[src/rtl/rpg_uart_tx_pkg.sv]
// Shared definitions for the reprogram-link UART transmitter.
// Contents: FSM state encoding, frame constants, default clock/baud values
// and the baud divisor helper.
package rpg_uart_tx_pkg;

    typedef enum logic [1:0] {
        ST_IDLE  = 2'd0,
        ST_START = 2'd1,
        ST_DATA  = 2'd2,
        ST_STOP  = 2'd3
    } tx_state_t;

    localparam int DATA_BITS  = 8;
    localparam int DEF_CLK_HZ = 50000000;
    localparam int DEF_BAUD   = 115200;

    // Clock cycles per bit; integer division truncates (434 at the defaults).
    function automatic int baud_div(input int clk_hz, input int baud);
        return clk_hz / baud;
    endfunction

endpackage

[src/rtl/rpg_uart_tx_sync_fifo.sv]
// Synchronous byte FIFO feeding the UART transmitter.
// Ports:
//   clk        in   system clock, rising edge
//   rstn       in   asynchronous active-low reset (pointers and level cleared)
//   push       in   write push_data when not full
//   push_data  in   WIDTH-bit write data
//   pop        in   advance read pointer when not empty
//   pop_data   out  head entry (valid while empty==0)
//   full       out  level == DEPTH (registered level, so a push while full is
//                   dropped even if a pop happens in the same cycle)
//   empty      out  level == 0
//   level      out  number of stored entries
module rpg_uart_tx_sync_fifo #(
    parameter int WIDTH = 8,
    parameter int DEPTH = 16
) (
    input  logic                     clk,
    input  logic                     rstn,
    input  logic                     push,
    input  logic [WIDTH-1:0]         push_data,
    input  logic                     pop,
    output logic [WIDTH-1:0]         pop_data,
    output logic                     full,
    output logic                     empty,
    output logic [$clog2(DEPTH):0]   level
);
    localparam int AW = $clog2(DEPTH);
    localparam logic [AW:0] LVL_FULL = (AW+1)'(DEPTH);

    logic [WIDTH-1:0] mem_r [DEPTH];
    logic [AW-1:0]    wr_ptr_r;
    logic [AW-1:0]    rd_ptr_r;
    logic [AW:0]      level_r;
    logic             push_ok_s;
    logic             pop_ok_s;

    assign full      = (level_r == LVL_FULL);
    assign empty     = (level_r == {(AW+1){1'b0}});
    assign level     = level_r;
    assign pop_data  = mem_r[rd_ptr_r];
    assign push_ok_s = push && !full;
    assign pop_ok_s  = pop && !empty;

    // Storage array; contents need no reset because level gates every read.
    always_ff @(posedge clk) begin
        if (push_ok_s) begin
            mem_r[wr_ptr_r] <= push_data;
        end
    end

    // Pointers wrap naturally modulo DEPTH (power of two); level tracks occupancy.
    always_ff @(posedge clk or negedge rstn) begin
        if (!rstn) begin
            wr_ptr_r <= {AW{1'b0}};
            rd_ptr_r <= {AW{1'b0}};
            level_r  <= {(AW+1){1'b0}};
        end else begin
            if (push_ok_s) begin
                wr_ptr_r <= wr_ptr_r + AW'(1);
            end
            if (pop_ok_s) begin
                rd_ptr_r <= rd_ptr_r + AW'(1);
            end
            case ({push_ok_s, pop_ok_s})
                2'b10:   level_r <= level_r + (AW+1)'(1);
                2'b01:   level_r <= level_r - (AW+1)'(1);
                default: level_r <= level_r;
            endcase
        end
    end

endmodule

[src/rtl/rpg_uart_tx.sv]
// UART transmitter for the reprogram serial link (RPG_TX pin).
// Bytes are queued in a FIFO and sent as 8N1 frames, LSB first, back to back.
// Ports:
//   clk_50mhz  in   system clock, rising edge
//   rstn       in   asynchronous active-low reset; aborts any frame, tx high at once
//   wr_data    in   byte to queue
//   wr_en      in   push wr_data when full==0
//   full       out  FIFO holds FIFO_DEPTH bytes
//   level      out  bytes queued (byte on the line not counted)
//   busy       out  FIFO non-empty or frame in progress
//   tx         out  serial line, idle high, driven straight from a flop
module rpg_uart_tx
    import rpg_uart_tx_pkg::*;
#(
    parameter int CLK_HZ     = DEF_CLK_HZ,
    parameter int BAUD       = DEF_BAUD,
    parameter int FIFO_DEPTH = 16
) (
    input  logic                          clk_50mhz,
    input  logic                          rstn,
    input  logic [7:0]                    wr_data,
    input  logic                          wr_en,
    output logic                          full,
    output logic [$clog2(FIFO_DEPTH):0]   level,
    output logic                          busy,
    output logic                          tx
);
    localparam int DIV = baud_div(CLK_HZ, BAUD);
    localparam int CW  = (DIV > 1) ? $clog2(DIV) : 1;
    localparam logic [CW-1:0] CNT_LAST = CW'(DIV - 1);
    localparam logic [2:0]    BIT_LAST = 3'(DATA_BITS - 1);

    tx_state_t      state_r;
    tx_state_t      state_s;
    logic [CW-1:0]  cnt_r;
    logic [2:0]     bit_idx_r;
    logic [7:0]     shreg_r;
    logic           tx_r;
    logic           tx_s;
    logic           pop_s;
    logic           last_s;
    logic           fifo_empty_s;
    logic [7:0]     fifo_data_s;

    rpg_uart_tx_sync_fifo #(
        .WIDTH (8),
        .DEPTH (FIFO_DEPTH)
    ) u_fifo (
        .clk       (clk_50mhz),
        .rstn      (rstn),
        .push      (wr_en),
        .push_data (wr_data),
        .pop       (pop_s),
        .pop_data  (fifo_data_s),
        .full      (full),
        .empty     (fifo_empty_s),
        .level     (level)
    );

    assign last_s = (cnt_r == CNT_LAST);
    assign busy   = (|level) || (state_r != ST_IDLE);
    assign tx     = tx_r;

    // Next-state and pop decision; STOP's last cycle chains straight into START.
    always_comb begin
        state_s = state_r;
        pop_s   = 1'b0;
        case (state_r)
            ST_IDLE: begin
                if (!fifo_empty_s) begin
                    pop_s   = 1'b1;
                    state_s = ST_START;
                end else begin
                    state_s = ST_IDLE;
                end
            end
            ST_START: begin
                if (last_s) begin
                    state_s = ST_DATA;
                end else begin
                    state_s = ST_START;
                end
            end
            ST_DATA: begin
                if (last_s && (bit_idx_r == BIT_LAST)) begin
                    state_s = ST_STOP;
                end else begin
                    state_s = ST_DATA;
                end
            end
            ST_STOP: begin
                if (last_s && !fifo_empty_s) begin
                    pop_s   = 1'b1;
                    state_s = ST_START;
                end else if (last_s) begin
                    state_s = ST_IDLE;
                end else begin
                    state_s = ST_STOP;
                end
            end
            default: begin
                state_s = ST_IDLE;
            end
        endcase
    end

    // Line level for the next cycle; registering it costs one cycle of latency
    // but keeps tx glitch-free and off any combinational path from wr_en.
    always_comb begin
        tx_s = 1'b1;
        if (state_r == ST_START) begin
            tx_s = 1'b0;
        end else if (state_r == ST_DATA) begin
            tx_s = shreg_r[0];
        end else begin
            tx_s = 1'b1;
        end
    end

    // FSM state, baud counter (reloads on every state/bit entry), bit index,
    // shift register and the tx flop.
    always_ff @(posedge clk_50mhz or negedge rstn) begin
        if (!rstn) begin
            state_r   <= ST_IDLE;
            cnt_r     <= {CW{1'b0}};
            bit_idx_r <= 3'd0;
            shreg_r   <= 8'h00;
            tx_r      <= 1'b1;
        end else begin
            state_r <= state_s;
            tx_r    <= tx_s;

            if ((state_r == ST_IDLE) || (state_s != state_r) || last_s) begin
                cnt_r <= {CW{1'b0}};
            end else begin
                cnt_r <= cnt_r + CW'(1);
            end

            if (state_r != ST_DATA) begin
                bit_idx_r <= 3'd0;
            end else if (last_s) begin
                bit_idx_r <= bit_idx_r + 3'd1;
            end else begin
                bit_idx_r <= bit_idx_r;
            end

            if (pop_s) begin
                shreg_r <= fifo_data_s;
            end else if ((state_r == ST_DATA) && last_s) begin
                shreg_r <= {1'b0, shreg_r[7:1]};
            end else begin
                shreg_r <= shreg_r;
            end
        end
    end

endmodule

[config.mk]
export PLATFORM = sky130hd
export DESIGN_NAME = rpg_uart_tx
export DESIGN_NICKNAME = d
export VERILOG_FILES = /design/src/rtl/rpg_uart_tx_pkg.sv /design/src/rtl/rpg_uart_tx_sync_fifo.sv /design/src/rtl/rpg_uart_tx.sv
export SDC_FILE = /design/constraint.sdc
export NUM_CORES = 1
export LEC_CHECK = 0
export CAP_MARGIN = 20
export CELL_PAD_IN_SITES_DETAIL_PLACEMENT = 1
export CELL_PAD_IN_SITES_GLOBAL_PLACEMENT = 1
export CORE_MARGIN = 2
export CORE_UTILIZATION = 57
export DETAILED_ROUTE_END_ITERATION = 8
export PLACE_DENSITY = 0.83
export SLEW_MARGIN = 10
export SYNTH_ARGS = -nofsm -noshare
export SYNTH_HDL_FRONTEND = slang
export SYNTH_SLANG_ARGS = --single-unit
[constraint.sdc]
create_clock -name clk_50mhz -period 7.35 [get_ports clk_50mhz]
set_input_delay 1.47 -clock clk_50mhz [delete_from_list [all_inputs] [get_ports clk_50mhz]]
set_output_delay 1.47 -clock clk_50mhz [all_outputs]
set_load 0.02 [all_outputs]
==> metrics.txt, run 1 <==
outcome=finished, final reports clean; synthesized area=6908 µm²; critical path fanouts, max=8; Final setup viols=0; top_reg_cell synth=edfxtp_1; RD Place Congestion=0.7773; #FFs+latches synth=164; Area after DPL=7199 µm²; share of layout cells above drive strength 1=0.1840; leakage=2.789 nW; clock root cell=clkbuf_16; Post-DRT Antenna Nets=0; largest net degree at the start of global routing=38; crit path to=busy; CTS Hold Bufs=0; Finished Cell Area=7836 µm²; first-pass GRT wire length=23,630 µm; Antenna Cells=0; Max Cap Viol=0; final hold vios=0; DRT Pass-1 Iters=4; fin crit share=0.5251; commonest non-fill, non-tap cell in the layout=edfxtp_1; Critical path origin=u_fifo.level[2]$_DFFE_PN0P_; post-DP HPWL=9225 µm; EDFF count, synth=128; # port buffers=18; Syn Inst Count=414; Worst-Margin Slew=957.8 ps; Finished Layout Cells=598; Avg Cell Area, Syn=16.69 µm²; RSZ-0062 raised after global routing=no; Arr. time, crit path=2390 ps; Clock Tree Buf Depth=2; Initial Utilization=0.5799; Die Wd=114.1 µm; Post-Syn Nets=442; H-tree levels=4; fmax=259.1 MHz; Placeable Area=11,910 µm²; PwrDens=371.0 nW/µm²; post-cts resize count=0; DR iter-0 viols=282; Reg area=4747 µm²; R2R setup slack=3970 ps; die area=13,020 µm²; final WL=14,870 µm; detailed-route via count=3,686; Worst slew margin=0.3591; # nets final=466; Clock Latency Late Sink=430 ps; multi-input logic area=2043 µm²; Post-CTS Setup Bufs=0; Routed WL per cell=24.87 µm; Placed Cells=563; clock slew at reported path FFs=70 ps; Min Clock Period, post-route=3859 ps; Clock Skews=10.08 ps; Max IR drop VDD=0.4214 mV; critical path launch point type=flip-flop; critical path class=flip-flop to primary output; vias in the first global route=4,081; number of fill cells in the layout=1,034; total power=2.907 mW; Fin Setup TNS=0 ps; HP Class=flip-flop to flip-flop; CTS sink count=164; Overflow after GRT=0; Reg-to-Reg Start=cnt_r[2]$_DFF_PN0_; worst hold stages=2; sequential share of the synthesized area=0.6870; Worst Reg-to-Reg Cells=9; most frequent cells in the layout=edfxtp_1 (128), dfrtp_1 (34), nand2_1 (31), mux4_2 (31), nor2_1 (26); DRC errors left=0; CP Capture Type=primary output; Synth cell types=50; via-per-instance ratio=6.164; CP Data Required Time=5880 ps; Area growth syn-to-layout=13.44%; CTS Buf Count=17; GR Util All Layers=0.2525; Synthesis Warnings=0; num ports=19; worst r2r dst=u_fifo.level[4]$_DFFE_PN0P_; CTS tree=done; Slew Limit Fails=0; Placement Rows=40; number of antenna violations at the first check in global routing=0; die height=114.1 µm; Post-synth ARST share=0.2195
routing by layer:
metal | up-vias | wire length, µm | global-route usage
met2 | 107 | 7702 | 0.4135
met5 | - | 0 | 0
met3 | 29 | 627 | 0.06829
met1 | 1924 | 6180 | 0.3263
li1 | 1626 | - | -
met4 | 0 | 361 | 0.09837
sequential cells by signal, indices dropped and copies added, names as in the netlist:
signal / flops
tx: 1
shreg_r: 8
u_fifo.wr_ptr_r: 4
u_fifo.level: 5
cnt_r: 9
u_fifo.rd_ptr_r: 4
bit_idx_r: 3
u_fifo.mem_r: 128
state_r: 2
synth_stat cells (2+ instances only):
cell      instances  area share
a21oi_1           8      0.0058
a22oi_1          14       0.015
and2_1            3      0.0027
buf_1             3      0.0016
buf_2             7      0.0051
clkbuf_1          6      0.0033
dfrtp_1          35        0.13
edfxtp_1        128        0.56
ha_1             17       0.031
inv_1            14      0.0076
mux2_2            3      0.0049
mux2i_1          10       0.014
mux4_2           31        0.10
nand2_1          31       0.017
nand2b_1          3      0.0027
nand3_1           3      0.0022
nand4_1           3      0.0027
nor2_1           26       0.014
nor2b_1           3      0.0027
nor3_1            6      0.0043
nor3b_1           3      0.0033
o21ai_0          10      0.0072
o21bai_1          2      0.0022
xnor2_1          14       0.018
xor2_1            6      0.0076
power breakdown:
| group | internal, mW | total (mW) | switching (mW) |
|---|---|---|---|
| logic | 0.335 | 0.717 | 0.382 |
| clock network | 0.513 | 0.906 | 0.393 |
| registers | 1.15 | 1.28 | 0.138 |
kinds of logic after synthesis:
| logic type | after synthesis | synth area share |
|---|---|---|
| xor gates and xnor gates | 22 | 0.03170 |
| AOI/OAI and AO/OA | 45 | 0.04456 |
| DFF | 164 | 0.6870 |
| buffers and inverters | 31 | 0.01866 |
| and+or+nand+nor | 91 | 0.06684 |
| adders and majority gates | 17 | 0.03079 |
| muxes | 44 | 0.1204 |
worst max-delay path: stages, from the launching register on:
cell	delay, ps
dfrtp_1	480
nor4_1	600
and2_1	260
nand2_1	70
clkdlybuf4s50_1	550
worst min-delay path by stage:
stage	start	endpoint	slack, ps
floorplan	shreg_r[0]$_DFFE_PN0P_	tx$_DFF_PN1_	460
global placement	shreg_r[0]$_DFFE_PN0P_	tx$_DFF_PN1_	500
detailed placement	shreg_r[0]$_DFFE_PN0P_	tx$_DFF_PN1_	510
CTS	shreg_r[0]$_DFFE_PN0P_	tx$_DFF_PN1_	520
global route	shreg_r[0]$_DFFE_PN0P_	tx$_DFF_PN1_	540
finish	shreg_r[0]$_DFFE_PN0P_	tx$_DFF_PN1_	520
per-stage QoR:
step	setup WS, ps	utilization	hold slack, ps
floorplan	3840	-	459.6
detailed placement	3354	0.6044	506.5
finish	3491	0.6579	519.6
global placement	3456	0.6044	501.7
global route	3282	0.6579	543.4
CTS	3419	0.6545	519.7
area by class of cell:
class / count / share of cell area
multi-input combinational: 219 / 0.2607
inverter: 14 / 0.006706
tap: 147 / 0.02347
sequential: 164 / 0.6058
timing repair buffer: 22 / 0.02714
clock inverter: 14 / 0.02140
clock buffer: 18 / 0.05477
(Power assumes the default switching activity.)
==> run 2: changes to the inputs <==
--- a/config.mk
+++ b/config.mk
@@ -9,9 +9,9 @@
 export CELL_PAD_IN_SITES_DETAIL_PLACEMENT = 1
 export CELL_PAD_IN_SITES_GLOBAL_PLACEMENT = 1
 export CORE_MARGIN = 2
-export CORE_UTILIZATION = 57
+export CORE_UTILIZATION = 53
 export DETAILED_ROUTE_END_ITERATION = 8
-export PLACE_DENSITY = 0.83
+export PLACE_DENSITY = 0.78
 export SLEW_MARGIN = 10
 export SYNTH_ARGS = -nofsm -noshare
 export SYNTH_HDL_FRONTEND = slang
==> constraint.sdc (replaced) <==
create_clock -name clk_50mhz -period 3.6 [get_ports clk_50mhz]
set_input_delay 0.72 -clock clk_50mhz [delete_from_list [all_inputs] [get_ports clk_50mhz]]
set_output_delay 0.72 -clock clk_50mhz [all_outputs]
set_load 0.02 [all_outputs]
==> metrics.txt, run 2 (same netlist as run 1, synthesis figures left out) <==
Area growth syn-to-layout=14.85%; Final setup viols=0; total power=5.787 mW; first-pass GRT wire length=23,420 µm; max reg flops=128; DRC errors left=0; Post-DRT Antenna Nets=0; clock power share=0.294; number of antenna violations at the first check in global routing=0; H-tree levels=4; die area=13,960 µm²; PwrDens=729.4 nW/µm²; vias in the first global route=4,078; GR Util All Layers=0.2313; CTS Hold Bufs=0; Placement Rows=41; Switch Pwr=1.793 mW; Overflow after GRT=0; CP Capture Type=flip-flop; Initial Utilization=0.5452; Slew Limit Fails=0; Clock Latency Late Sink=430 ps; share of layout cells above drive strength 1=0.2082; Clock Tree Buf Depth=2; final hold vios=0; Max IR drop VDD=0.5377 mV; die height=118.2 µm; # nets final=483; final WL=14,790 µm; Biggest register=u_fifo.mem_r; num ports=19; largest net degree at the start of global routing=38; fmax=320.8 MHz; outcome=finished, final reports clean; leakage=2.844 nW; fin crit share=0.8658; Seq pwr share=0.452; CTS sink count=164; critical path fanouts, max=8; post-DP HPWL=9528 µm; CTS Buf Count=17; Max Cap Viol=0; Routed WL per cell=23.19 µm; critical path launch point type=flip-flop; RSZ-0062 raised after global routing=no; Antenna Cells=0; clock root cell=clkbuf_16; commonest non-fill, non-tap cell in the layout=edfxtp_1; DRT Pass-1 Iters=4; DR iter-0 viols=263; Int Pwr=3.993 mW; Post-CTS Setup Bufs=0; HP Class=primary input to asynchronous set/reset pin; final hold slack=392.7 ps; detailed-route via count=3,748; most frequent cells in the layout=edfxtp_1 (128), dfrtp_1 (34), nand2_1 (31), mux4_2 (31), nor2_1 (26); Die Wd=118.2 µm; clock slew at reported path FFs=60 ps; Arr. time, crit path=3430 ps; critical path class=flip-flop to flip-flop; Fin Setup TNS=0 ps; RD Place Congestion=0.8146; Min Clock Period, post-route=3117 ps; CTS tree=done; CP Data Required Time=3910 ps; biggest regs=u_fifo.mem_r x128, cnt_r x9, shreg_r x8; Finished Core Util=0.6261; post-cts resize count=0; Gate power share=0.253; sw frac=0.3099; Worst-Margin Slew=971.2 ps; Worst slew margin=0.3476; Clock Skews=12.84 ps; via-per-instance ratio=5.875; # port buffers=18; Placeable Area=12,670 µm²
-- run 2: cell count changes in the layout (fill, tap and decap cells not counted), moves of 2 or more --
cell,before,now
buf_2,3,1
clkinvlp_4,3,5
nor3_2,3,1
buf_4,1,21
nor3_1,4,6
inv_8,4,1
-- run 2: final timing paths --
kind / startpoint / endpoint / slack (ps) / depth (start not counted)
worst max-delay path: u_fifo.level[2]$_DFFE_PN0P_ / u_fifo.level[4]$_DFFE_PN0P_ / 480 / 10
worst min-delay path: rstn / u_fifo.level[3]$_DFFE_PN0P_ / 390 / 1
worst max register to register: u_fifo.level[2]$_DFFE_PN0P_ / u_fifo.level[4]$_DFFE_PN0P_ / 480 / 10
worst min register to register: cnt_r[0]$_DFF_PN0_ / cnt_r[0]$_DFF_PN0_ / 510 / 1
max in group asynchronous: rstn / u_fifo.rd_ptr_r[0]$_DFFE_PN0P_ / 2620 / 1
min in group clk_50mhz: cnt_r[0]$_DFF_PN0_ / cnt_r[0]$_DFF_PN0_ / 510 / 1
-- run 2: layer usage --
metal / track usage / share of wire / vias up
li1: - / - / 1666
met1: 0.3075 / 0.42 / 1957
met2: 0.3624 / 0.51 / 99
met3: 0.05888 / 0.048 / 26
met4: 0.1047 / 0.026 / 0
met5: 0 / 0 / -
-- run 2: power groups by stage --
stage / registers [mW] / clock network, mW / logic, mW
after detailed placement: 2.66 / 0 / 1.47
after global routing: 2.67 / 1.80 / 1.59
after CTS: 2.62 / 1.73 / 1.48
after floorplan: 2.53 / 0 / 1.07
final: 2.62 / 1.70 / 1.47
after global placement: 2.63 / 0 / 1.40
-- run 2: final cells by class --
cell class                      count  area (µm²)
Sequential cell                   164        4747
Fill cell                        1144        4737
Multi-Input combinational cell    219        2033
Clock buffer                       17       425.4
Timing Repair Buffer               39       332.8
Tap cell                          172       215.2
Clock inverter                     13       127.6
Inverter                           14       52.55
-- run 2: per-stage QoR --
stage,area [µm²],setup slack (ps),std cells
6_report,7934,483.2,638
5_1_grt,7934,250.9,638
3_3_place_gp,7381,662.7,608
2_1_floorplan,6908,482.6,414
3_5_place_dp,7381,535.5,608
4_1_cts,7934,467.8,638
-- run 2: critical path: stages, from the launching register on --
cell     delay, ps
dfrtp_1        470
nor4_1         560
nand2_1        140
and2_1         200
inv_1           80
ha_1           310
xor2_1         190
ha_1           240
or4bb_1        490
o32a_1         190
xnor2_1        120
==> run 3: changes to the inputs <==
--- a/config.mk
+++ b/config.mk
@@ -5,12 +5,12 @@
 export SDC_FILE = /design/constraint.sdc
 export NUM_CORES = 1
 export LEC_CHECK = 0
-export CAP_MARGIN = 20
 export CELL_PAD_IN_SITES_DETAIL_PLACEMENT = 1
 export CELL_PAD_IN_SITES_GLOBAL_PLACEMENT = 1
 export CORE_MARGIN = 2
 export CORE_UTILIZATION = 53
 export DETAILED_ROUTE_END_ITERATION = 8
+export GPL_ROUTABILITY_DRIVEN = 0
 export PLACE_DENSITY = 0.78
 export SLEW_MARGIN = 10
 export SYNTH_ARGS = -nofsm -noshare
==> results of run 3 <==
No change in the layout: final DEF, timing and power equal those of run 2.
